File: src/rtl/drive_mode_arbiter.sv
// drive_mode_arbiter: owns power/run/moving registers, grants one requester.
// Optional idle auto power-off is built when AUTO_POWEROFF_EN is defined.
module drive_mode_arbiter #(
  parameter int HOLD_MS     = 1000,
  parameter int DEBOUNCE_MS = 20,
  parameter int IDLE_MS     = 10000
) (
  input  logic        clk_ms,
  input  logic        rst,
  input  logic        power_on_btn,
  input  logic        power_off_btn,
  input  logic [1:0]  mode_sel,
  input  logic [5:0]  req_state,
  input  logic [11:0] req_moving,
  input  logic [2:0]  req_kill,
  output logic        power,
  output logic [1:0]  state,
  output logic [3:0]  moving_state,
  output logic [1:0]  mode,
  output logic [2:0]  grant,
  output logic        mode_pending,
  output logic        fault
);

  localparam int HW = $clog2(HOLD_MS + 1);
  localparam int DW = $clog2(DEBOUNCE_MS + 1);

  localparam logic [1:0] NSTART = 2'b00;
  localparam logic [1:0] MOVING = 2'b10;

  typedef enum logic [1:0] {
    P_OFF,
    P_ARMING,
    P_ON
  } pwr_t;

  pwr_t          pst;
  logic [HW-1:0] hold_cnt;
  logic          btn_q;
  logic [1:0]    cand;
  logic [DW-1:0] stab_cnt;
  logic          cand_ok;
  logic          switch_req;
  logic          allowed;
  logic          kill_req;
  logic          idle_to;
  logic [1:0]    sel_st;
  logic [3:0]    sel_mv;
  logic          mv_ok;

  // Candidate mode must stay unchanged for DEBOUNCE_MS cycles.
  always_ff @(posedge clk_ms or negedge rst) begin
    if (!rst) begin
      cand     <= 2'b00;
      stab_cnt <= '0;
    end else if (mode_sel != cand) begin
      cand     <= mode_sel;
      stab_cnt <= '0;
    end else if (stab_cnt != DW'(DEBOUNCE_MS)) begin
      stab_cnt <= stab_cnt + DW'(1);
    end
  end

  assign cand_ok = (stab_cnt == DW'(DEBOUNCE_MS))
                && (cand != 2'b11);
  assign switch_req = cand_ok && (cand != mode);
  assign allowed = (state == NSTART)
                && (moving_state == 4'b0000);

  // Grant decode of the accepted mode while powered.
  always_comb begin
    grant  = 3'b000;
    sel_st = 2'b00;
    sel_mv = 4'b0000;
    unique case (mode)
      2'b00: begin
        grant  = {2'b00, power};
        sel_st = req_state[1:0];
        sel_mv = req_moving[3:0];
      end
      2'b01: begin
        grant  = {1'b0, power, 1'b0};
        sel_st = req_state[3:2];
        sel_mv = req_moving[7:4];
      end
      2'b10: begin
        grant  = {power, 2'b00};
        sel_st = req_state[5:4];
        sel_mv = req_moving[11:8];
      end
      default: begin
        grant  = 3'b000;
        sel_st = 2'b00;
        sel_mv = 4'b0000;
      end
    endcase
  end

  assign mv_ok = (sel_mv & (sel_mv - 4'd1)) == 4'd0;
  assign kill_req = power_off_btn
                 || (|(grant & req_kill))
                 || idle_to;

`ifdef AUTO_POWEROFF_EN
  localparam int IW = $clog2(IDLE_MS + 1);
  logic [IW-1:0] idle_cnt;
  logic          idle_inc;

  assign idle_inc = (pst == P_ON)
                 && (state == NSTART)
                 && !power_off_btn
                 && !power_on_btn
                 && (req_kill == 3'b000);
  assign idle_to = (pst == P_ON)
                && (idle_cnt == IW'(IDLE_MS - 1));

  // Idle cycles while stopped and untouched.
  always_ff @(posedge clk_ms or negedge rst) begin
    if (!rst)
      idle_cnt <= '0;
    else if (idle_inc && !idle_to)
      idle_cnt <= idle_cnt + IW'(1);
    else
      idle_cnt <= '0;
  end
`else
  assign idle_to = 1'b0;
`endif

  // Power sequencing, mode handover and state register update.
  always_ff @(posedge clk_ms or negedge rst) begin
    if (!rst) begin
      pst          <= P_OFF;
      hold_cnt     <= '0;
      btn_q        <= 1'b0;
      power        <= 1'b0;
      state        <= NSTART;
      moving_state <= 4'b0000;
      mode         <= 2'b00;
      mode_pending <= 1'b0;
      fault        <= 1'b0;
    end else begin
      btn_q <= power_on_btn;
      unique case (pst)
        P_OFF: begin
          state        <= NSTART;
          moving_state <= 4'b0000;
          mode_pending <= 1'b0;
          hold_cnt     <= '0;
          if (cand_ok) mode <= cand;
          if (power_on_btn && !btn_q) pst <= P_ARMING;
        end
        P_ARMING: begin
          state        <= NSTART;
          moving_state <= 4'b0000;
          mode_pending <= 1'b0;
          if (cand_ok) mode <= cand;
          if (!power_on_btn || power_off_btn) begin
            pst      <= P_OFF;
            hold_cnt <= '0;
          end else if (hold_cnt == HW'(HOLD_MS - 1)) begin
            pst      <= P_ON;
            power    <= 1'b1;
            hold_cnt <= '0;
          end else begin
            hold_cnt <= hold_cnt + HW'(1);
          end
        end
        P_ON: begin
          if (kill_req) begin
            pst          <= P_OFF;
            power        <= 1'b0;
            state        <= NSTART;
            moving_state <= 4'b0000;
            mode_pending <= 1'b0;
            fault        <= 1'b0;
          end else if (switch_req && allowed) begin
            mode         <= cand;
            mode_pending <= 1'b0;
            state        <= NSTART;
            moving_state <= 4'b0000;
          end else begin
            if (switch_req) mode_pending <= 1'b1;
            else if (cand_ok) mode_pending <= 1'b0;
            if (sel_st == 2'b11) begin
              fault <= 1'b1;
            end else if (sel_st != MOVING) begin
              state        <= sel_st;
              moving_state <= 4'b0000;
            end else begin
              state <= sel_st;
              if (mv_ok) moving_state <= sel_mv;
              else fault <= 1'b1;
            end
          end
        end
        default: begin
          pst   <= P_OFF;
          power <= 1'b0;
        end
      endcase
    end
  end

endmodule

File: config.mk
export PLATFORM = sky130hd
export DESIGN_NAME = drive_mode_arbiter
export DESIGN_NICKNAME = d
export VERILOG_FILES = /design/src/rtl/drive_mode_arbiter.sv
export SDC_FILE = /design/constraint.sdc
export NUM_CORES = 1
export LEC_CHECK = 0
export ABC_AREA = 1
export CAP_MARGIN = 0
export CELL_PAD_IN_SITES_DETAIL_PLACEMENT = 0
export CELL_PAD_IN_SITES_GLOBAL_PLACEMENT = 1
export CORE_UTILIZATION = 47
export DETAILED_ROUTE_END_ITERATION = 6
export DONT_BUFFER_PORTS = 1
export PLACE_DENSITY_LB_ADDON = 0.1
export SLEW_MARGIN = 20
export SYNTH_ARGS = -nofsm -noshare
export SYNTH_HDL_FRONTEND = slang
export SYNTH_SLANG_ARGS = --single-unit
export TNS_END_PERCENT = 10
File: constraint.sdc
create_clock -name clk_ms -period 2.6 [get_ports clk_ms]
set_input_delay 0.26 -clock clk_ms [delete_from_list [all_inputs] [get_ports clk_ms]]
set_output_delay 0.26 -clock clk_ms [all_outputs]
set_load 0.1 [all_outputs]
Word-level counts from Yosys, hierarchy flattened
Cells that the tools add are included.
Word-level totals
  ROM bits: 0
  memories kept: 0
  output and inout bits: 14
  bits in latches: 0
  memory bits (writable): 0
  register bits after elaboration: 31
Cells by class
  multiplexer cells: 41
  shift-type cells: 0
  div/mod/pow operators: 0
  reduce and logical (&&, ||, !) cells: 26
  multiply operators: 0
  $lt $le $gt $ge: 0
  equal/unequal tests: 26
  bitwise operators: 3
  add/sub/neg operators: 3
Operators by type and width (count)
  $mux 10: 2
  $mux 2: 10
  $mux 4: 5
  $pmux 10 s2: 1
  $ne 2x2->1 const B: 9
  $ne 5x5->1 const B: 3
  $mux 1: 12
  $pmux 2 s3: 2
  $pmux 4 s3: 1
  $reduce_and 4->1: 3
  $add 10x1->10 const B: 1
  $eq 10x10->1 const B: 1
  $mux 5: 2
  $pmux 3 s3: 1
  $logic_not 4->1: 2
  $pmux 2 s2: 2
  $pmux 4 s2: 1
  $eq 2x2->1 const B: 3
  $logic_not 2->1: 3
  $ne 3x3->1 const B: 2
  $reduce_and 3->1: 2
  $reduce_bool 2->1: 3
  $add 5x1->5 const B: 1
  $eq 5x5->1 const B: 1
  17 further kinds: 26

Longest topological paths before layout
Gate-level depths: netlist (run 1).
  depth after elaboration: 11
  depth in mapped cells: 13

Least setup slack after synthesis (run 1)
Ideal clock, no wire load.
  path kind: register to output
  start point: register mode[1]
  end point: output grant[2]
  stages on the path, launching flop included: 4
  data arrival time: 3331 ps
  slack: -991 ps
  cell sequence: dfrtp_1 inv_1 buf_6 nor3_1
Between the ends
  word-level cells in the longest chain between the ends: 2
RTL lines
  start: declaration: line 19  | output logic [1:0] mode,
  start signal: assignment: line 150  | if (cand_ok) mode <= cand;
  start signal: assignment: line 157  | if (cand_ok) mode <= cand;
  start signal: assignment: line 178  | mode <= cand;
  $eq 2x2->1, or another cell as far along: line 75  | unique case (mode)
  $pmux 3 s3 *: line 75
  end: declaration: line 20  | output logic [2:0] grant,
Every way passes the cells marked *; elsewhere a longest branch is shown, timed or not.

Final worst setup path (run 1)
  start point: register mode[0]
  end point: output grant[1]
The elaborated chain is that of the path after synthesis.

==> flow_metrics.py, run 1 <==
metrics = {
    "cts": {
        "cts_resized": 0,
        "insertion_delay_ns": 0.28,
        "cts_tree": "built",
        "root_buffer": "clkbuf_8",
        "cts-buffers-inserted": 5,
        "clockBufferDepth": 2,
        "clkTransAtPathRegs_ns": 0.06,
        "post_cts_buffers": 0,
        "cts_sinks": 31,
        "cts-htree-levels": 2,
    },
    "floorplanning": {
        "ioPinCount": 41,
        "die_h_um": 67.4,
        "die_w_um": 67.4,
        "initial_core_util_pct": 49.6,
        "rows": 23,
        "die-area_um2": 4550,
        "core-area_um2": 4060,
    },
    "synth": {
        "syn_avg_cell_area_um2": 7.71,
        "synth_commonest_cells": "nand2_1, inv_1, dfrtp_1",
        "synth_top_area_share_pct": 38.5,
        "synth_edf_count": 0,
        "postSynthCellCount": 261,
        "ys_ff_latch": 31,
        "async_flop_share_pct": 100,
        "synth_area_um2": 2010,
        "synthTopCellsByArea": "dfrtp_1, nand2_1, inv_1",
        "synth_nets": 291,
        "synth_seq_area_share_pct": 38.5,
        "yosys_most_used_dff": "dfrtp_1",
        "ys_warn_count": 0,
        "synth_cell_types": 34,
        "yosysMostFrequentCell": "nand2_1",
        "synth_top_area_cell": "dfrtp_1",
    },
    "critical_path": {
        "cp_slowest_cell": "dfrtp_1",
        "critPathBufInv": 2,
        "slowest_delay_ns": 0.69,
        "crit_path_end_kind": "primary output",
        "arrival_ns": 1.82,
        "r2r-start": "mode[0]",
        "crit_family": "flip-flops",
        "critical_path.startpoint": "mode[0]",
        "worstPathCellList": "inv_1 -> nor3_4 -> buf_12",
        "crit_type": "reg2out",
        "critPathLaunchType": "flop",
        "critPathMaxFanout": 12,
        "cp.required_ns": 2.34,
    },
    "sta": {
        "max-slew-margin-rel_pct": 39.8,
        "hold_violations": 0,
        "rsz0062_at_grt": "false",
        "period_share_pct": 79.8,
        "fmax_mhz": 482,
        "tightestPinTransition_ns": 0.903,
        "finalSetupViolCount": 0,
        "whs_ns": 0.127,
        "fin_crit_ns": 2.08,
        "setup_tns_ns": 0,
        "slew_violations": 0,
        "final.setup_skew_ns": 0.00598,
    },
    "place": {
        "place.gp.congestion": 0.745,
        "hpwl_um": 3080,
        "port-buffer-count": 0,
    },
    "global_route": {
        "grt_max_degree": 32,
        "met3_usage_pct": 6.08,
        "grt_pass1_vias": 1543,
        "grt_pass1_wl_um": 6690,
        "antenna_found_initial": 0,
        "use_met1_pct": 23.4,
        "use_met2_pct": 34.9,
        "grt-ovfl-total": 0,
        "grt_usage_pct": 20.3,
        "busiest_layer": "met2",
    },
    "outcome": {
        "status": "finished, final reports clean",
    },
    "finish": {
        "nNetsFinal": 308,
        "drive_gt1_share_pct": 16.8,
        "antenna_cells": 0,
        "syn_to_final_growth_pct": 15.8,
    },
    "routing": {
        "drc": 0,
        "viasPerCell": 5.02,
        "vias": 1651,
        "wl_um": 4060,
        "ant_nets": 0,
        "drt_first_iter_violations": 67,
        "drt_first_pass_iters": 4,
        "routedWlPerCell_um": 12.4,
    },
    "power": {
        "powerDensity_nw_per_um2": 424,
        "ir_drop_uv": 340,
        "p_leak_nw": 1.18,
    },
    "min_path": {
        "hp-start": "power_on_btn",
        "hold_class": "in2reg",
    },
    "job": {
        "drv_cap": 0,
    },
}
==> final cells by class <==
| cell class | instances | area (µm²) |
|---|---|---|
| Inverter | 36 | 135 |
| Fill cell | 394 | 1730 |
| Sequential cell | 31 | 776 |
| Multi-Input combinational cell | 187 | 1070 |
| Tap cell | 50 | 62.6 |
| Clock buffer | 8 | 100 |
| Timing Repair Buffer | 17 | 188 |
==> metrics by stage <==
stage / total power, W / instance area, µm² / util (%) / std cells / worst slack (ns)
after floorplan: 0.000558 / 2030 / - / 261 / -0.138
after detailed placement: 0.000568 / 2170 / 53.5 / 316 / 0.566
after global placement: 0.000568 / 2170 / 53.5 / 316 / 0.595
after CTS: 0.00101 / 2330 / 57.5 / 329 / 0.508
after global routing: 0.00103 / 2330 / 57.5 / 329 / 0.297
final: 0.000989 / 2330 / 57.5 / 329 / 0.524
==> worst paths after layout <==
path                            slack [ns]  cells past startpoint         endpoint
worst max register to register        0.56                     10  moving_state[3]
min in group asynchronous             0.41                      2      stab_cnt[4]
worst min register to register        0.50                      3           pst[0]
max in group asynchronous             2.02                      2      hold_cnt[6]
worst min-delay path                  0.13                      2           pst[0]
worst max-delay path                  0.52                      3         grant[1]
==> power by group <==
part,total [W],switching (W),internal [W]
logic,0.0000725,0.0000456,0.0000269
clock network,0.000413,0.000172,0.000241
registers,0.000503,0.0000132,0.000490
==> routing by layer <==
layer  wire length [µm]  share of wire [%]
met5                  0                  0
met4                 73                1.8
met3                232                5.7
met2               1930                 47
met1               1830                 45
==> kinds of logic (layout without fill, tap and decap cells) <==
family | Yosys count | in the layout | synth area share [%]
and+or+nand+nor | 151 | 151 | 39.9
buffers and inverters | 43 | 61 | 9.51
DFF | 31 | 31 | 38.5
AOI/OAI and AO/OA | 27 | 27 | 7.58
xor gates and xnor gates | 6 | 6 | 2.61
adders and majority gates | 3 | 3 | 1.86
==> sequential cells by signal, summed over array words and instances (netlist names) <==
register / flops
moving_state: 4
stab_cnt: 5
mode: 2
mode_pending: 1
btn_q: 1
power: 1
hold_cnt: 10
cand: 2
state: 2
pst: 2
fault: 1
==> cells in the final DEF, fill, tap and decap left out, types with 2 or more instances in the layout <==
cell type      count
nand2_1           65
inv_1             33
dfrtp_1           31
nand3_1           24
nor2_1            21
nor3_1             9
buf_4              9
o21ai_0            7
a21oi_1            7
clkbuf_8           7
nand4_1            5
nor2_8             4
o21ai_1            4
xor2_1             4
buf_12             4
dlygate4sd3_1      4
nor2_2             3
inv_2              3
nand3_2            3
nand2_2            3
nand2_4            3
a31oi_1            3
ha_1               3
nor3_4             2
nand4_2            2
nor2_4             2
xnor2_1            2
o22ai_1            2
nor3b_1            2
==> worst register-to-register path: cells and delay by family, from the launching register on <==
kind / cells / cell delay, ns
buffers and inverters: 1 / 0.36
flip-flops: 1 / 0.69
AND/OR/NAND/NOR: 9 / 0.92
==> timing repair <==
item	CTS	global route
setup endpoints to repair	0	0
hold endpoints to repair	34	0
hold buffers	5	0
Power figures use the tool's default switching activity.
==> run 2: changes to the inputs <==
- CORE_UTILIZATION: 47 -> 41
- clock period: 2.6 -> 1.9 ns (I/O delays scaled with it)
==> run 2 against run 1 <==
- setup slack lost 0.35 ns
- clock-buffer cell count shrank 1
- design area grew 2.7%
- routed wire length grew 4.2%
- global-route usage shrank 1.2 points
- critical path type is now reg2reg
- largest cell class unchanged
- non-clock buffer count grew 6
==> flow_metrics.py, run 2 (synthesis results as in run 1) <==
metrics = {
    "finish": {
        "largest_reg_flops": 10,
        "utilization_pct": 50.7,
        "multi_input_area_um2": 1080,
        "antenna_cells": 0,
        "seq_area_um2": 782,
        "stdcell_area_um2": 2390,
        "fill_cells": 467,
        "instances_no_fill": 351,
        "drive_gt1_share_pct": 19.4,
        "reg_top3": "hold_cnt (10), stab_cnt (5), moving_state (4)",
        "syn_to_final_growth_pct": 19.0,
        "most-common-layout-cells": "nand2_1, inv_1, dfrtp_1",
        "final_common_cell": "nand2_1",
        "top_register": "hold_cnt",
        "nNetsFinal": 314,
    },
    "power": {
        "powerDensity_nw_per_um2": 532,
        "total_power_w": 0.00127,
        "p_leak_nw": 1.19,
        "ir_drop_uv": 409,
    },
    "critical_path": {
        "critPathMaxFanout": 11,
        "cp.required_ns": 2.08,
        "crit_type": "reg2reg",
        "critPathLaunchType": "flop",
        "arrival_ns": 1.90,
        "ff2ff_setup_slack_ns": 0.18,
        "crit_path_end_kind": "flop",
    },
    "cts": {
        "root_buffer": "clkbuf_8",
        "cts-buffers-inserted": 5,
        "cts-htree-levels": 2,
        "insertion_delay_ns": 0.28,
        "cts_sinks": 31,
        "clockBufferDepth": 2,
        "cts_tree": "built",
        "post_cts_buffers": 0,
        "clkTransAtPathRegs_ns": 0.06,
    },
    "place": {
        "hpwl_um": 3270,
        "placed_cells": 339,
        "place.gp.congestion": 0.805,
        "port-buffer-count": 0,
        "placed_cell_area_um2": 2250,
    },
    "sta": {
        "hold_violations": 0,
        "tightestPinTransition_ns": 0.419,
        "finalSetupViolCount": 0,
        "slew_violations": 0,
        "fmax_mhz": 580,
        "final.setup_skew_ns": 0.00906,
        "max-slew-margin-rel_pct": 71.7,
        "setup_tns_ns": 0,
        "rsz0062_at_grt": "true",
        "period_share_pct": 90.8,
        "fin_crit_ns": 1.72,
    },
    "routing": {
        "vias": 1696,
        "m1WireLength_um": 1960,
        "viasPerCell": 4.83,
        "drt_first_pass_iters": 4,
        "drt_first_iter_violations": 42,
        "highest_layer": "met4",
        "drc": 0,
        "dr_wl_met2_um": 1970,
        "ant_nets": 0,
        "wl_met3_um": 232,
        "routedWlPerCell_um": 12.1,
        "wl_um": 4240,
    },
    "floorplanning": {
        "ioPinCount": 41,
        "rows": 25,
        "core-area_um2": 4720,
        "die-area_um2": 5190,
        "die_w_um": 72.1,
        "initial_core_util_pct": 42.6,
        "die_h_um": 72.1,
    },
    "outcome": {
        "status": "finished, final reports clean",
    },
    "global_route": {
        "grt_usage_pct": 19.0,
        "grt_max_degree": 32,
        "grt_pass1_wl_um": 7660,
        "antenna_found_initial": 0,
        "grt_pass1_vias": 1731,
        "grt-ovfl-total": 0,
    },
    "min_path": {
        "hold_class": "in2reg",
    },
    "job": {
        "drv_cap": 0,
    },
}
## run 2: cell types whose count changed in the layout (fill, tap and decap cells not counted)
cell / before / now
buf_4: 9 / 15
clkbuf_1: 1 / 2
clkbuf_8: 7 / 5
clkinvlp_4: 0 / 1
dfrtp_1: 31 / 28
dfrtp_2: 0 / 2
dfrtp_4: 0 / 1
inv_1: 33 / 32
nor2_2: 3 / 1
nor2_4: 2 / 4
## run 2: layout make-up
cell class | count | share of cell area (%)
Multi-Input combinational cell | 187 | 45.1
Clock buffer | 7 | 3.19
Timing Repair Buffer | 23 | 9.72
Tap cell | 67 | 3.50
Sequential cell | 31 | 32.7
Inverter | 36 | 5.80
## run 2: critical path, cell delays in order (launching register included)
cell        delay (ns)
dfrtp_2           0.48
clkinvlp_4        0.26
nand2_1           0.11
nand2_1           0.05
nand2_1           0.09
nand3_2           0.12
nand2_2           0.12
nor2_4            0.05
nor2_8            0.15
nand2_4           0.08
nand2_1           0.06
nand2_1           0.05
## run 2: timing repair
action,4_1_cts,5_1_grt
hold buffers,5,0
endpoints found under the hold margin,34,0
gates resized for setup,0,2
endpoints found under the setup margin,0,12
## run 2: where the power goes
part | switching (W) | total [W] | internal (W)
logic | 0.0000706 | 0.000109 | 0.0000383
clock network | 0.000232 | 0.000484 | 0.000252
registers | 0.00000946 | 0.000680 | 0.000671
## run 2: metal layers
layer,global-route usage (%),vias to the layer above
met2,31.9,41
met3,5.28,7
met4,7.84,0
met1,23.0,760
met5,0,-
li1,-,888
## run 2: stage by stage
step / setup slack [ns] / hold WS (ns)
detailed placement: 0.183 / -0.104
global placement: 0.151 / -0.105
finish: 0.175 / 0.0670
global route: -0.00681 / 0.0730
CTS: 0.172 / 0.0581
floorplan: -0.0577 / -0.106
## run 2: worst paths after layout
| path | startpoint | end | cells after the start |
|---|---|---|---|
| max | mode[1] | moving_state[1] | 11 |
| min | power_on_btn | pst[0] | 2 |
| max reg2reg | mode[1] | moving_state[1] | 11 |
| min reg2reg | btn_q | pst[0] | 3 |
| max in group asynchronous | rst | power | 2 |
| min in group asynchronous | rst | mode[1] | 2 |
